### config.mk
export PLATFORM = sky130hd
export DESIGN_NAME = bp_axil_master_arbiter
export DESIGN_NICKNAME = d
export VERILOG_FILES = /design/src/rtl/bp_axil_master_arbiter.sv
export SDC_FILE = /design/constraint.sdc
export NUM_CORES = 1
export LEC_CHECK = 0
export BUFFER_PORTS_ARGS = -buffer_cell sky130_fd_sc_hd__buf_2
export CAP_MARGIN = 20
export CELL_PAD_IN_SITES_DETAIL_PLACEMENT = 1
export CELL_PAD_IN_SITES_GLOBAL_PLACEMENT = 2
export CORE_ASPECT_RATIO = 0.6
export CORE_MARGIN = 10
export CORE_UTILIZATION = 18
export DETAILED_ROUTE_END_ITERATION = 7
export PLACE_DENSITY = 0.79
export SYNTH_ARGS = -nofsm -noshare
export SYNTH_HDL_FRONTEND = slang
export SYNTH_SLANG_ARGS = --single-unit
### constraint.sdc
create_clock -name m_axil_aclk -period 3.4 [get_ports m_axil_aclk]
set_input_delay 0.68 -clock m_axil_aclk [delete_from_list [all_inputs] [get_ports m_axil_aclk]]
set_output_delay 0.68 -clock m_axil_aclk [all_outputs]
set_load 0.1 [all_outputs]
### src/rtl/bp_axil_master_arbiter.sv
// Round-robin arbiter sharing one AXI-Lite master port among several requesters.
// Responses are routed back in order through one ID FIFO per channel (R and B).

module bp_axil_id_fifo #(
    parameter int depth_p = 8,
    parameter int width_p = 1
) (
    input  logic               m_axil_aclk,
    input  logic               reset,
    input  logic               push,
    input  logic [width_p-1:0] push_id,
    input  logic               pop,
    output logic [width_p-1:0] head_id,
    output logic               empty
);
    localparam int ptr_w = (depth_p > 1) ? $clog2(depth_p) : 1;
    localparam int cnt_w = $clog2(depth_p + 1);
    localparam logic [ptr_w-1:0] last_ptr = ptr_w'(depth_p - 1);

    logic [width_p-1:0] mem_r [depth_p];
    logic [ptr_w-1:0]   wr_ptr_r;
    logic [ptr_w-1:0]   rd_ptr_r;
    logic [cnt_w-1:0]   used_r;

    always_ff @(posedge m_axil_aclk or negedge reset) begin
        if (!reset) begin
            wr_ptr_r <= '0;
            rd_ptr_r <= '0;
            used_r   <= '0;
        end else begin
            if (push) begin
                wr_ptr_r <= (wr_ptr_r == last_ptr) ? '0 : wr_ptr_r + ptr_w'(1);
            end
            if (pop) begin
                rd_ptr_r <= (rd_ptr_r == last_ptr) ? '0 : rd_ptr_r + ptr_w'(1);
            end
            if (push && !pop) begin
                used_r <= used_r + cnt_w'(1);
            end else if (pop && !push) begin
                used_r <= used_r - cnt_w'(1);
            end
        end
    end

    // Storage needs no reset: only entries between the pointers are ever read.
    always_ff @(posedge m_axil_aclk) begin
        if (push) begin
            mem_r[wr_ptr_r] <= push_id;
        end
    end

    assign head_id = mem_r[rd_ptr_r];
    assign empty   = (used_r == '0);
endmodule

module bp_axil_master_arbiter #(
    parameter int num_req_p         = 2,
    parameter int addr_width_p      = 64,
    parameter int data_width_p      = 32,
    parameter int max_outstanding_p = 8
) (
    input  logic                              m_axil_aclk,
    input  logic                              reset,

    input  logic [num_req_p-1:0]              req_v_i,
    input  logic [num_req_p-1:0]              req_w_i,
    input  logic [num_req_p*addr_width_p-1:0] req_addr_i,
    input  logic [num_req_p*data_width_p-1:0] req_data_i,
    output logic [num_req_p-1:0]              req_ready_and_o,

    output logic [num_req_p-1:0]              resp_v_o,
    output logic                              resp_w_o,
    output logic [data_width_p-1:0]           resp_data_o,
    output logic                              resp_err_o,
    input  logic [num_req_p-1:0]              resp_ready_and_i,

    output logic [addr_width_p-1:0]           m_axil_awaddr,
    output logic                              m_axil_awvalid,
    input  logic                              m_axil_awready,
    output logic [2:0]                        m_axil_awprot,
    output logic [data_width_p-1:0]           m_axil_wdata,
    output logic [data_width_p/8-1:0]         m_axil_wstrb,
    output logic                              m_axil_wvalid,
    input  logic                              m_axil_wready,
    input  logic                              m_axil_bvalid,
    output logic                              m_axil_bready,
    input  logic [1:0]                        m_axil_bresp,
    output logic [addr_width_p-1:0]           m_axil_araddr,
    output logic                              m_axil_arvalid,
    input  logic                              m_axil_arready,
    output logic [2:0]                        m_axil_arprot,
    input  logic [data_width_p-1:0]           m_axil_rdata,
    input  logic                              m_axil_rvalid,
    output logic                              m_axil_rready,
    input  logic [1:0]                        m_axil_rresp,

    output logic                              proto_err_o
);
    localparam int idx_w = (num_req_p > 1) ? $clog2(num_req_p) : 1;
    localparam int cnt_w = $clog2(max_outstanding_p + 1);
    localparam logic [cnt_w-1:0] max_cnt = cnt_w'(max_outstanding_p);

    // e_idle: arbitrate | e_read: AR in flight | e_write: AW and/or W in flight
    typedef enum logic [1:0] {e_idle, e_read, e_write} state_e;

    state_e           state_r, state_n;
    logic [idx_w-1:0] grant_r, grant_n;
    logic [idx_w-1:0] rr_ptr_r, rr_ptr_n;
    logic [idx_w-1:0] pick;
    logic             pick_v;
    logic [cnt_w-1:0] count_r, count_n;
    logic             aw_done_r, aw_done_n;
    logic             w_done_r, w_done_n;
    logic             proto_err_r;
    logic             issue_rd, issue_wr;
    logic             r_pop, b_pop, r_sink, b_sink, r_owns_bus;
    logic [idx_w-1:0] r_head, b_head;
    logic             rd_empty, wr_empty;

    function automatic logic [idx_w-1:0] wrap_add(input logic [idx_w-1:0] base, input int off);
        int s;
        s = int'(base) + off;
        if (s >= num_req_p) s = s - num_req_p;
        return idx_w'(s);
    endfunction

    // Walk downwards so the nearest valid index at or after rr_ptr wins.
    always_comb begin
        pick   = '0;
        pick_v = 1'b0;
        for (int k = num_req_p - 1; k >= 0; k--) begin
            if (req_v_i[wrap_add(rr_ptr_r, k)]) begin
                pick   = wrap_add(rr_ptr_r, k);
                pick_v = 1'b1;
            end
        end
    end

    always_comb begin
        state_n         = state_r;
        grant_n         = grant_r;
        rr_ptr_n        = rr_ptr_r;
        aw_done_n       = aw_done_r;
        w_done_n        = w_done_r;
        m_axil_arvalid  = 1'b0;
        m_axil_awvalid  = 1'b0;
        m_axil_wvalid   = 1'b0;
        issue_rd        = 1'b0;
        issue_wr        = 1'b0;
        req_ready_and_o = '0;
        unique case (state_r)
            e_idle: begin
                if (pick_v && (count_r < max_cnt)) begin
                    grant_n = pick;
                    state_n = req_w_i[pick] ? e_write : e_read;
                end
            end
            e_read: begin
                m_axil_arvalid = 1'b1;
                if (m_axil_arready) begin
                    issue_rd                 = 1'b1;
                    req_ready_and_o[grant_r] = 1'b1;
                    rr_ptr_n                 = wrap_add(grant_r, 1);
                    state_n                  = e_idle;
                end
            end
            e_write: begin
                m_axil_awvalid = ~aw_done_r;
                m_axil_wvalid  = ~w_done_r;
                if ((aw_done_r || m_axil_awready) && (w_done_r || m_axil_wready)) begin
                    issue_wr                 = 1'b1;
                    req_ready_and_o[grant_r] = 1'b1;
                    aw_done_n                = 1'b0;
                    w_done_n                 = 1'b0;
                    rr_ptr_n                 = wrap_add(grant_r, 1);
                    state_n                  = e_idle;
                end else begin
                    aw_done_n = aw_done_r | m_axil_awready;
                    w_done_n  = w_done_r | m_axil_wready;
                end
            end
            default: state_n = e_idle;
        endcase
    end

    assign m_axil_araddr = req_addr_i[int'(grant_r)*addr_width_p +: addr_width_p];
    assign m_axil_awaddr = req_addr_i[int'(grant_r)*addr_width_p +: addr_width_p];
    assign m_axil_wdata  = req_data_i[int'(grant_r)*data_width_p +: data_width_p];
    assign m_axil_awprot = '0;
    assign m_axil_arprot = '0;
    assign m_axil_wstrb  = '1;

    // The response bus is shared, so only one beat is delivered per cycle and R has priority.
    always_comb begin
        resp_v_o      = '0;
        resp_w_o      = 1'b0;
        resp_data_o   = '0;
        resp_err_o    = 1'b0;
        m_axil_rready = 1'b0;
        m_axil_bready = 1'b0;
        r_pop         = 1'b0;
        b_pop         = 1'b0;
        r_sink        = 1'b0;
        b_sink        = 1'b0;
        r_owns_bus    = 1'b0;
        if (reset) begin
            if (m_axil_rvalid) begin
                if (rd_empty) begin
                    r_sink        = 1'b1;
                    m_axil_rready = 1'b1;
                end else begin
                    r_owns_bus       = 1'b1;
                    resp_v_o[r_head] = 1'b1;
                    resp_data_o      = m_axil_rdata;
                    resp_err_o       = (m_axil_rresp != 2'b00);
                    m_axil_rready    = resp_ready_and_i[r_head];
                    r_pop            = resp_ready_and_i[r_head];
                end
            end
            if (m_axil_bvalid) begin
                if (wr_empty) begin
                    b_sink        = 1'b1;
                    m_axil_bready = 1'b1;
                end else if (!r_owns_bus) begin
                    resp_v_o[b_head] = 1'b1;
                    resp_w_o         = 1'b1;
                    resp_err_o       = (m_axil_bresp != 2'b00);
                    m_axil_bready    = resp_ready_and_i[b_head];
                    b_pop            = resp_ready_and_i[b_head];
                end
            end
        end
    end

    always_comb begin
        count_n = count_r;
        if (issue_rd || issue_wr) count_n = count_n + cnt_w'(1);
        if (r_pop) count_n = count_n - cnt_w'(1);
        if (b_pop) count_n = count_n - cnt_w'(1);
    end

    always_ff @(posedge m_axil_aclk or negedge reset) begin
        if (!reset) begin
            state_r     <= e_idle;
            grant_r     <= '0;
            rr_ptr_r    <= '0;
            count_r     <= '0;
            aw_done_r   <= 1'b0;
            w_done_r    <= 1'b0;
            proto_err_r <= 1'b0;
        end else begin
            state_r     <= state_n;
            grant_r     <= grant_n;
            rr_ptr_r    <= rr_ptr_n;
            count_r     <= count_n;
            aw_done_r   <= aw_done_n;
            w_done_r    <= w_done_n;
            proto_err_r <= proto_err_r | r_sink | b_sink;
        end
    end

    assign proto_err_o = proto_err_r;

    bp_axil_id_fifo #(.depth_p(max_outstanding_p), .width_p(idx_w)) rd_fifo (
        .m_axil_aclk (m_axil_aclk),
        .reset       (reset),
        .push        (issue_rd),
        .push_id     (grant_r),
        .pop         (r_pop),
        .head_id     (r_head),
        .empty       (rd_empty)
    );

    bp_axil_id_fifo #(.depth_p(max_outstanding_p), .width_p(idx_w)) wr_fifo (
        .m_axil_aclk (m_axil_aclk),
        .reset       (reset),
        .push        (issue_wr),
        .push_id     (grant_r),
        .pop         (b_pop),
        .head_id     (b_head),
        .empty       (wr_empty)
    );
endmodule

# ---- Word-level counts from Yosys, hierarchy flattened
# Memory sizes are Yosys's and may differ from the RTL's.
# Cells that the tools add are included.
dict set report totals {
  ff_bits 31
  mem_bits_rw 16
  in_bits 241
  output_inout_bits 214
  wordCells 189
  mem_count 2
}
dict set report op_classes {
  add_sub_neg 16
  order_cmp 13
  n_eq_ne 9
  n_shift 2
  n_mux 100
  n_bitwise 7
  reduce_logical 27
}
# name words width rd rd_ports_with_merged_regs write_ports line
set memory_table {}
lappend memory_table {rd_fifo.mem_r 8 1 1 0 1 20} ;# logic [width_p-1:0] mem_r [depth_p];
lappend memory_table {wr_fifo.mem_r 8 1 1 0 1 20}
# cell n
set op_table {}
lappend op_table {{128-bit by 8-bit indexed part select with 64-bit output} 1}
lappend op_table {{32-bit 2-to-1 mux} 3}
lappend op_table {{1-bit 2-to-1 mux} 67}
lappend op_table {{64-bit by 7-bit indexed part select with 32-bit output} 1}
lappend op_table {{4-bit 2-to-1 mux} 7}
lappend op_table {{2-bit 2-to-1 mux} 13}
lappend op_table {{4-bit by 1-bit subtractor with 4-bit output, second input constant} 4}
lappend op_table {{3-bit by 1-bit adder with 3-bit output, second input constant} 4}
lappend op_table {{4-bit by 1-bit adder with 4-bit output, second input constant} 3}
lappend op_table {{3-bit == test, second input constant} 4}
lappend op_table {{1-bit by 2-bit < comparator with 1-bit output, second input constant} 6}
lappend op_table {{3-bit 2-to-1 mux} 4}
lappend op_table {{2-bit nonzero test} 5}
lappend op_table {{1-bit logical AND} 9}
lappend op_table {{4-bit logical NOT} 2}
lappend op_table {{2-bit != test, second input constant} 3}
lappend op_table {{2-bit one-hot mux with 3 select lines} 1}
lappend op_table {{3-bit AND reduction} 2}
lappend op_table {{1-bit by 1-bit adder with 2-bit output, second input constant} 2}
lappend op_table {{2-bit >= comparator, second input constant} 2}
lappend op_table {{1-bit logical NOT} 4}
lappend op_table {{4-bit < comparator, second input constant} 1}
lappend op_table {{1-bit OR} 4}
lappend op_table {{2-bit one-hot mux with 2 select lines} 1}
lappend op_table {{12 further kinds} 21}

# ---- Logic depth before layout (Yosys ltp)
# Gate-level depths: netlist of the first run.
# An unclocked memory read counts as a cell.
dict set report logic_depth {
  depth_word 13
  mapped_depth 14
  mapped_depth_nobuf 13
}

# ---- Hierarchy
# From an unflattened synthesis of the first run, not the netlist that was laid out.
dict set report unflattened {
  cells_unflattened 478
  area_unflattened_um2 4737.0
}
# mod instances cells_per_inst area_each_um2 seq_area_each_um2
set modules_own_cells {}
lappend modules_own_cells {bp_axil_master_arbiter 1 327 2851.5 275.3}
lappend modules_own_cells {{bp_axil_id_fifo (wr_fifo)} 1 76 944.7 490.5}
lappend modules_own_cells {{bp_axil_id_fifo (rd_fifo)} 1 75 940.9 490.5}

# ---- Worst setup path after synthesis of the first run
# OpenSTA, ideal clock, no wires.
dict set report synth_timing {
  path_kind {flip-flop to output port}
  from {reg rd_fifo.used_r[1]}
  to {out resp_v_o[1]}
  arrival_ps 3537
  t_required_ps 2720
  path_slack_ps -817
  path_stages_with_launch 6
  path_buffers 1
  path_cell_list {dfrtp_1 -> or4_1 -> buf_2 -> a21oi_2 -> nand3_1 -> o21ai_0}
}
dict set report synth_via {
  elab_chain_cells 9
  word_cells_on_any_way 12
  cone_classes {mux (10); bitwise (1); reduce/logical (1)}
}
# item line
set synth_lines {}
lappend synth_lines {{start: declaration} 23} ;# logic [cnt_w-1:0] used_r;
lappend synth_lines {{start signal: assignment} 38} ;# used_r <= used_r + cnt_w'(1);
lappend synth_lines {{start signal: assignment} 40} ;# used_r <= used_r - cnt_w'(1);
lappend synth_lines {{4-bit logical NOT *} 53} ;# assign empty = (used_r == '0);
lappend synth_lines {{2-bit 2-to-1 mux} 208} ;# if (rd_empty) begin
lappend synth_lines {{2-bit 2-to-1 mux} 207} ;# if (m_axil_rvalid) begin
lappend synth_lines {{2-bit 2-to-1 mux} 206} ;# if (reset) begin
lappend synth_lines {{2-bit OR (no line)} --}
lappend synth_lines {{2-bit 2-to-1 mux} 224} ;# end else if (!r_owns_bus) begin
lappend synth_lines {{2-bit 2-to-1 mux} 221} ;# if (wr_empty) begin
lappend synth_lines {{2-bit 2-to-1 mux *} 220} ;# if (m_axil_bvalid) begin
lappend synth_lines {{2-bit 2-to-1 mux *} 206}
lappend synth_lines {{end: declaration} 71} ;# output logic [num_req_p-1:0] resp_v_o,
# Mark *: on every way between the ends. The rest lies on a longest branch, timed or not. The select of a mux whose other input is x is not followed.

# ---- Worst setup path after layout of the first run
dict set report layout_timing {
  from {reg wr_fifo.rd_ptr_r[0]}
  to {out m_axil_bready}
}
dict set report layout_via {
  elab_chain_cells 7
}
# item line
set layout_lines {}
lappend layout_lines {{start: declaration} 22} ;# logic [ptr_w-1:0] rd_ptr_r;
lappend layout_lines {{start signal: assignment} 35} ;# rd_ptr_r <= (rd_ptr_r == last_ptr) ? '0 : rd_ptr_r + ptr_w'(1);
lappend layout_lines {{memory 8 x 1 bit} --}
lappend layout_lines {{1-bit 2-to-1 mux (not written as such) (2 in a row)} 228} ;# m_axil_bready = resp_ready_and_i[b_head];
lappend layout_lines {{1-bit 2-to-1 mux} 224}
lappend layout_lines {{1-bit 2-to-1 mux} 221}
lappend layout_lines {{1-bit 2-to-1 mux} 220}
lappend layout_lines {{1-bit 2-to-1 mux} 206}
lappend layout_lines {{end: declaration} 86} ;# output logic m_axil_bready,
# Every way passes these cells. The select of a mux whose other input is x is not followed.

==> impl_metrics.yaml, run 1 <==
synth:
  yosys-top-cells-area: "mux2_2 (25%), dfrtp_1 (17%), buf_4 (12%), edfxtp_1 (10%), ha_1 (5.4%)"
  synth_edf_count: 16
  yosysSeqAreaShare_pct: 27.22
  ys_ff_latch: 47
  yosysTopAreaCell: "mux2_2"
  netlist_area_um2: 4616
  synth_cell_types: 50
  synth.most_common_cell: "mux2_2"
  yosysTopAreaCellShare_pct: 24.88
  synth_ff_type: "dfrtp_1"
  async_flop_share_pct: 65.96
  syn_avg_cell_area_um2: 9.842
  synth_cells: 469
  yosys_warnings: 0
  synthTopCellsByCount: "mux2_2 (102), buf_4 (74), nand2_1 (36)"
worst_hold_path:
  hold_class: "input pin to async pin"
placement:
  io_buffers: 444
  post-dp-hpwl_mm: 22.80
  gp_congestion: 0.9591
  placed_area_um2: 7325
global_routing:
  antenna_found_initial: 2
  grt_util_all_layers_pct: 14.28
  grt_pass1_vias: 5364
  gr-total-overflow: 0
  grt_max_degree: 57
  grt_pass1_wl_mm: 35.18
sta:
  worstMarginPinSlew_ns: 0.7629
  fin_crit_ns: 3.253
  grt_setup_unrepaired: "no"
  max_slew_margin_pct: 49.14
  max_freq_mhz: 307.4
  final-max-slew-violation-count: 0
  fin_worst_skew_ns: 0.004135
  hold_violations: 0
  fin_crit_sh_pct: 95.67
  setup_viol: 0
route:
  drt_pass1_iterations: 4
  drc_errors: 0
  vias: 4776
  drtIter0Drc: 208
  detail_route.wl_per_cell_um: 21.33
  routed_via_density: 4.054
  drtAntennaViolNets: 0
  routed_wl_mm: 25.13
critical_path:
  rr_startpoint: "wr_fifo.rd_ptr_r[0]"
  crit_path_end_kind: "output pin"
  r2r_slack_ns: 0.19
  required_ns: 2.72
  slowest_stage: "mux4_2"
  cp.arrival_ns: 2.57
  startpoint: "wr_fifo.rd_ptr_r[0]"
  path_max_fanout: 5
  critPathKind: "register to output pin"
  critPathTopFamily: "multiplexers"
  crit_chain: "mux4_2 > mux2i_1 > mux2i_2 > a21oi_1 > o211a_1 > buf_2"
  critPathBufInv: 1
  slowest_delay_ns: 0.55
  critPathLaunchType: "register"
layout:
  stdcell_area_um2: 7502
  final_nets: 1111
  n_antenna_cell: 0
  drive_gt1_share_pct: 68.67
  fill_cells: 3007
  area_growth_syn_to_layout_pct: 62.54
die:
  core_area_um2: 25280
  die-height_um: 144.0
  die_w_um: 226.7
  start_util_pct: 18.26
  die_area_um2: 32660
  fp-row-count: 45
  io_pins: 455
clock_network:
  cts_tree: "done"
  cts_buffers: 5
  clk_pin_slew_ns: 0.06
  numClockSinks: 47
  root_buffer: "clkbuf_16"
  cts_buffer_depth: 2
  post_cts_buffers: 0
  clock_latency_ns: 0.29
  cts_max_level: 2
status:
  outcome: "finished clean"
run:
  drv_cap: 0
==> flip-flops by register name, summed over array words and instances, names as in the netlist, 4 cells and up <==
register and cells:
rd_fifo.used_r 4, rd_fifo.mem_r 8, wr_fifo.used_r 4, count_r 4, wr_fifo.mem_r 8
==> per-stage QoR <==
stage | worst slack, ns | TNS [ns] | std cells | util, % | hold WS (ns)
2_1_floorplan | -0.1005 | -0.1005 | 477 | - | 0.3844
3_3_place_gp | 0.2752 | 0 | 1170 | 28.97 | 0.4465
3_5_place_dp | 0.1938 | 0 | 1170 | 28.97 | 0.4468
4_1_cts | 0.1195 | 0 | 1178 | 29.66 | 0.1851
5_1_grt | 0.01955 | 0 | 1178 | 29.68 | 0.1873
6_report | 0.1473 | 0 | 1178 | 29.68 | 0.1966
==> worst paths after layout <==
| kind | end | cells past startpoint |
|---|---|---|
| max | m_axil_bready | 6 |
| min | proto_err_o | 1 |
| max reg2reg | wr_fifo.used_r[3] | 13 |
| min reg2reg | proto_err_o | 1 |
| max in group asynchronous | grant_r | 2 |
| min in group m_axil_aclk | proto_err_o | 1 |
==> worst register-to-register path, stage by stage (launching register included) <==
cell and delay, ns:
dfrtp_1 0.46, mux4_2 0.55, mux2i_1 0.34, mux2i_2 0.35, nor2_2 0.07, inv_1 0.06
ha_1 0.17, inv_1 0.09, ha_1 0.28, a21o_1 0.18, a21oi_1 0.19, xnor2_1 0.14
nor2_1 0.07, xor2_1 0.15
==> cells in the final DEF (no fill, tap or decap), types with 2 or more instances in the layout <==
cell | netlist | layout
o21a_1 | 2 | 2
buf_4 | 74 | 13
buf_2 | 2 | 408
o21ai_0 | 11 | 10
mux2_2 | 102 | 102
and3_1 | 33 | 33
mux2i_1 | 6 | 5
dfrtp_1 | 31 | 30
nand2_1 | 36 | 36
nand2b_1 | 7 | 7
nand3_1 | 3 | 3
mux4_2 | 2 | 2
fa_1 | 2 | 2
mux2i_2 | 1 | 2
nor4_1 | 2 | 2
a22o_1 | 5 | 5
nor2b_1 | 3 | 3
a21o_1 | 4 | 4
inv_1 | 11 | 11
o31ai_1 | 2 | 2
conb_1 | 2 | 10
ha_1 | 20 | 20
nor2_1 | 23 | 22
buf_12 | 0 | 37
xnor2_1 | 12 | 12
xor2_1 | 4 | 4
a21oi_1 | 5 | 5
mux4_1 | 2 | 2
clkbuf_16 | 0 | 5
edfxtp_1 | 16 | 16
nor3_1 | 8 | 8
nor2_2 | 1 | 2
==> cell type report <==
class / instances / area [µm²] / area share, %
clock buffers: 6 / 138.9 / 1.851
clock inverters: 2 / 35.03 / 0.4670
inverters: 11 / 41.29 / 0.5504
multi-input cells: 325 / 2735 / 36.46
flip-flops and latches: 47 / 1260 / 16.79
well taps: 329 / 411.6 / 5.487
repair buffers: 458 / 2880 / 38.39
==> routing by layer <==
layer / GRT usage, % / part of all wire, % / up-vias
li1: - / - / 2335
met1: 17.13 / 40 / 2285
met2: 25.61 / 52 / 145
met3: 4.226 / 6.9 / 11
met4: 1.265 / 0.43 / 0
met5: 0 / 0 / -
==> what timing repair did <==
action	in CTS	in global routing
resized for setup	0	1
hold buffers	0	0
endpoints found under the setup margin	0	1
==> cell families (layout without fill, tap and decap cells) <==
logic type | Yosys count | count (layout) | synth area share [%]
other cells | 2 | 10 | 0.1627
compound gates | 39 | 39 | 5.747
simple gates | 122 | 122 | 13.17
xor+xnor | 17 | 17 | 3.388
buf+inv | 105 | 477 | 14.61
flops | 47 | 47 | 27.22
mux | 115 | 115 | 29.41
fa+ha+maj | 22 | 22 | 6.289
Power of run 1 is not shown: default switching activity piles up to over one toggle a cycle in this logic, so the estimate is an artifact.
==> run 2, diff against run 1 <==
==> constraint.sdc (replaced) <==
create_clock -name m_axil_aclk -period 3.23 [get_ports m_axil_aclk]
set_input_delay 0.646 -clock m_axil_aclk [delete_from_list [all_inputs] [get_ports m_axil_aclk]]
set_output_delay 0.646 -clock m_axil_aclk [all_outputs]
set_load 0.1 [all_outputs]
==> impl_metrics.yaml, run 2 (same netlist as run 1, synthesis figures left out) <==
status:
  outcome: "finished clean"
layout:
  drive_gt1_share_pct: 69.16
  reg_top3: "rd_fifo.mem_r (8), wr_fifo.mem_r (8)"
  n_antenna_cell: 0
  final_nets: 1118
  stdcell_area_um2: 7536
  layout_commonest_cell: "buf_2"
  layout_common_cells: "buf_2 (407), mux2_2 (102), buf_12 (38), nand2_1 (36), and3_1 (33)"
  area_growth_syn_to_layout_pct: 63.27
sta:
  setup_viol: 0
  final-max-slew-violation-count: 0
  fin_crit_ns: 3.064
  worstMarginPinSlew_ns: 0.6266
  max_freq_mhz: 326.4
  fin_worst_skew_ns: 0.005372
  whs_ns: 0.3177
  fin_crit_sh_pct: 94.85
  hold_violations: 0
  max_slew_margin_pct: 57.79
clock_network:
  cts_tree: "done"
  clock_latency_ns: 0.29
  clk_pin_slew_ns: 0.06
  cts_buffer_depth: 2
  numClockSinks: 47
  cts_max_level: 2
  holdBufCountCts: 0
  root_buffer: "clkbuf_16"
  cts_buffers: 5
die:
  fp-row-count: 45
  die_w_um: 226.7
  die_area_um2: 32660
  start_util_pct: 18.26
  core_area_um2: 25280
  io_pins: 455
  die-height_um: 144.0
worst_hold_path:
  hold_class: "input pin to async pin"
placement:
  gp_congestion: 0.8546
  placed_area_um2: 7390
  io_buffers: 444
  post-dp-hpwl_mm: 21.12
critical_path:
  required_ns: 2.58
  critPathTopFamily: "multiplexers"
  slowest_stage: "mux4_2"
  path_max_fanout: 5
  critPathLaunchType: "register"
  cp.arrival_ns: 2.42
  crit_chain: "mux4_2 > mux2i_2 > mux2i_2 > a21oi_1 > o211a_1 > buf_12"
  reg2reg_to: "wr_fifo.used_r[3]"
  rr_startpoint: "wr_fifo.rd_ptr_r[0]"
  startpoint: "wr_fifo.rd_ptr_r[0]"
  critPathKind: "register to output pin"
  reg2regPathDepth: 13
  crit_top_cell: "mux2i_2"
  critPathBufInv: 1
  slowest_delay_ns: 0.52
  crit_path_end_kind: "output pin"
  r2r_slack_ns: 0.17
global_routing:
  gr-total-overflow: 0
  grt_util_all_layers_pct: 13.28
  grt_pass1_wl_mm: 33.40
  antenna_found_initial: 2
  grt_max_degree: 46
  grt_pass1_vias: 5358
run:
  drv_cap: 0
route:
  detail_route.wl_per_cell_um: 19.91
  drt_pass1_iterations: 4
  drtAntennaViolNets: 0
  drc_errors: 0
  routed_via_density: 4.048
  drtIter0Drc: 191
  routed_wl_mm: 23.60
  vias: 4797
run 2: cell count changes in the layout (fill, tap and decap cells not counted), moves of 2 or more:
| cell | delta |
|---|---|
| clkbuf_1 | +3 |
| buf_4 | +7 |
| mux4_1 | -2 |
| mux4_2 | +2 |
| dfrtp_1 | -2 |
| dfrtp_2 | +2 |
run 2: per-stage QoR:
step	TNS, ns	setup WS [ns]	std cells	utilization [%]
after floorplan	-0.3520	-0.2365	477	-
after global placement	0	0.1676	1176	29.23
after detailed placement	0	0.08414	1176	29.23
after CTS	0	0.07684	1184	29.77
after global routing	-0.02901	-0.02901	1185	29.81
final	0	0.1665	1185	29.81
run 2: worst max-delay path by stage:
stage	end	cells past startpoint
final	m_axil_bready	6
after detailed placement	wr_fifo.used_r[3]	13
after global placement	wr_fifo.used_r[3]	13
after floorplan	resp_v_o[1]	5
after global routing	wr_fifo.used_r[3]	13
after CTS	wr_fifo.used_r[3]	13
run 2: routing by layer:
layer	GRT usage, %	vias to the layer above	routed length (µm)
met4	1.301	4	123
li1	-	2344	-
met3	4.772	13	1862
met1	15.16	2288	8977
met5	0	-	31
met2	24.12	148	12600
run 2: what timing repair did:
item                                    in CTS  in global routing
buffers inserted                             0                  1
gates resized for setup                      0                  6
hold endpoints to repair                     0                  0
endpoints found under the setup margin       0                  3
run 2: final cells by class:
type,instances,area [µm²]
multi-input combinational,325,2736
fill,3015,17740
inverter,11,41.29
tap,329,411.6
timing repair buffer,465,2948
clock buffer,8,136.4
sequential,47,1262
Power of run 2 is left out for the same reason.
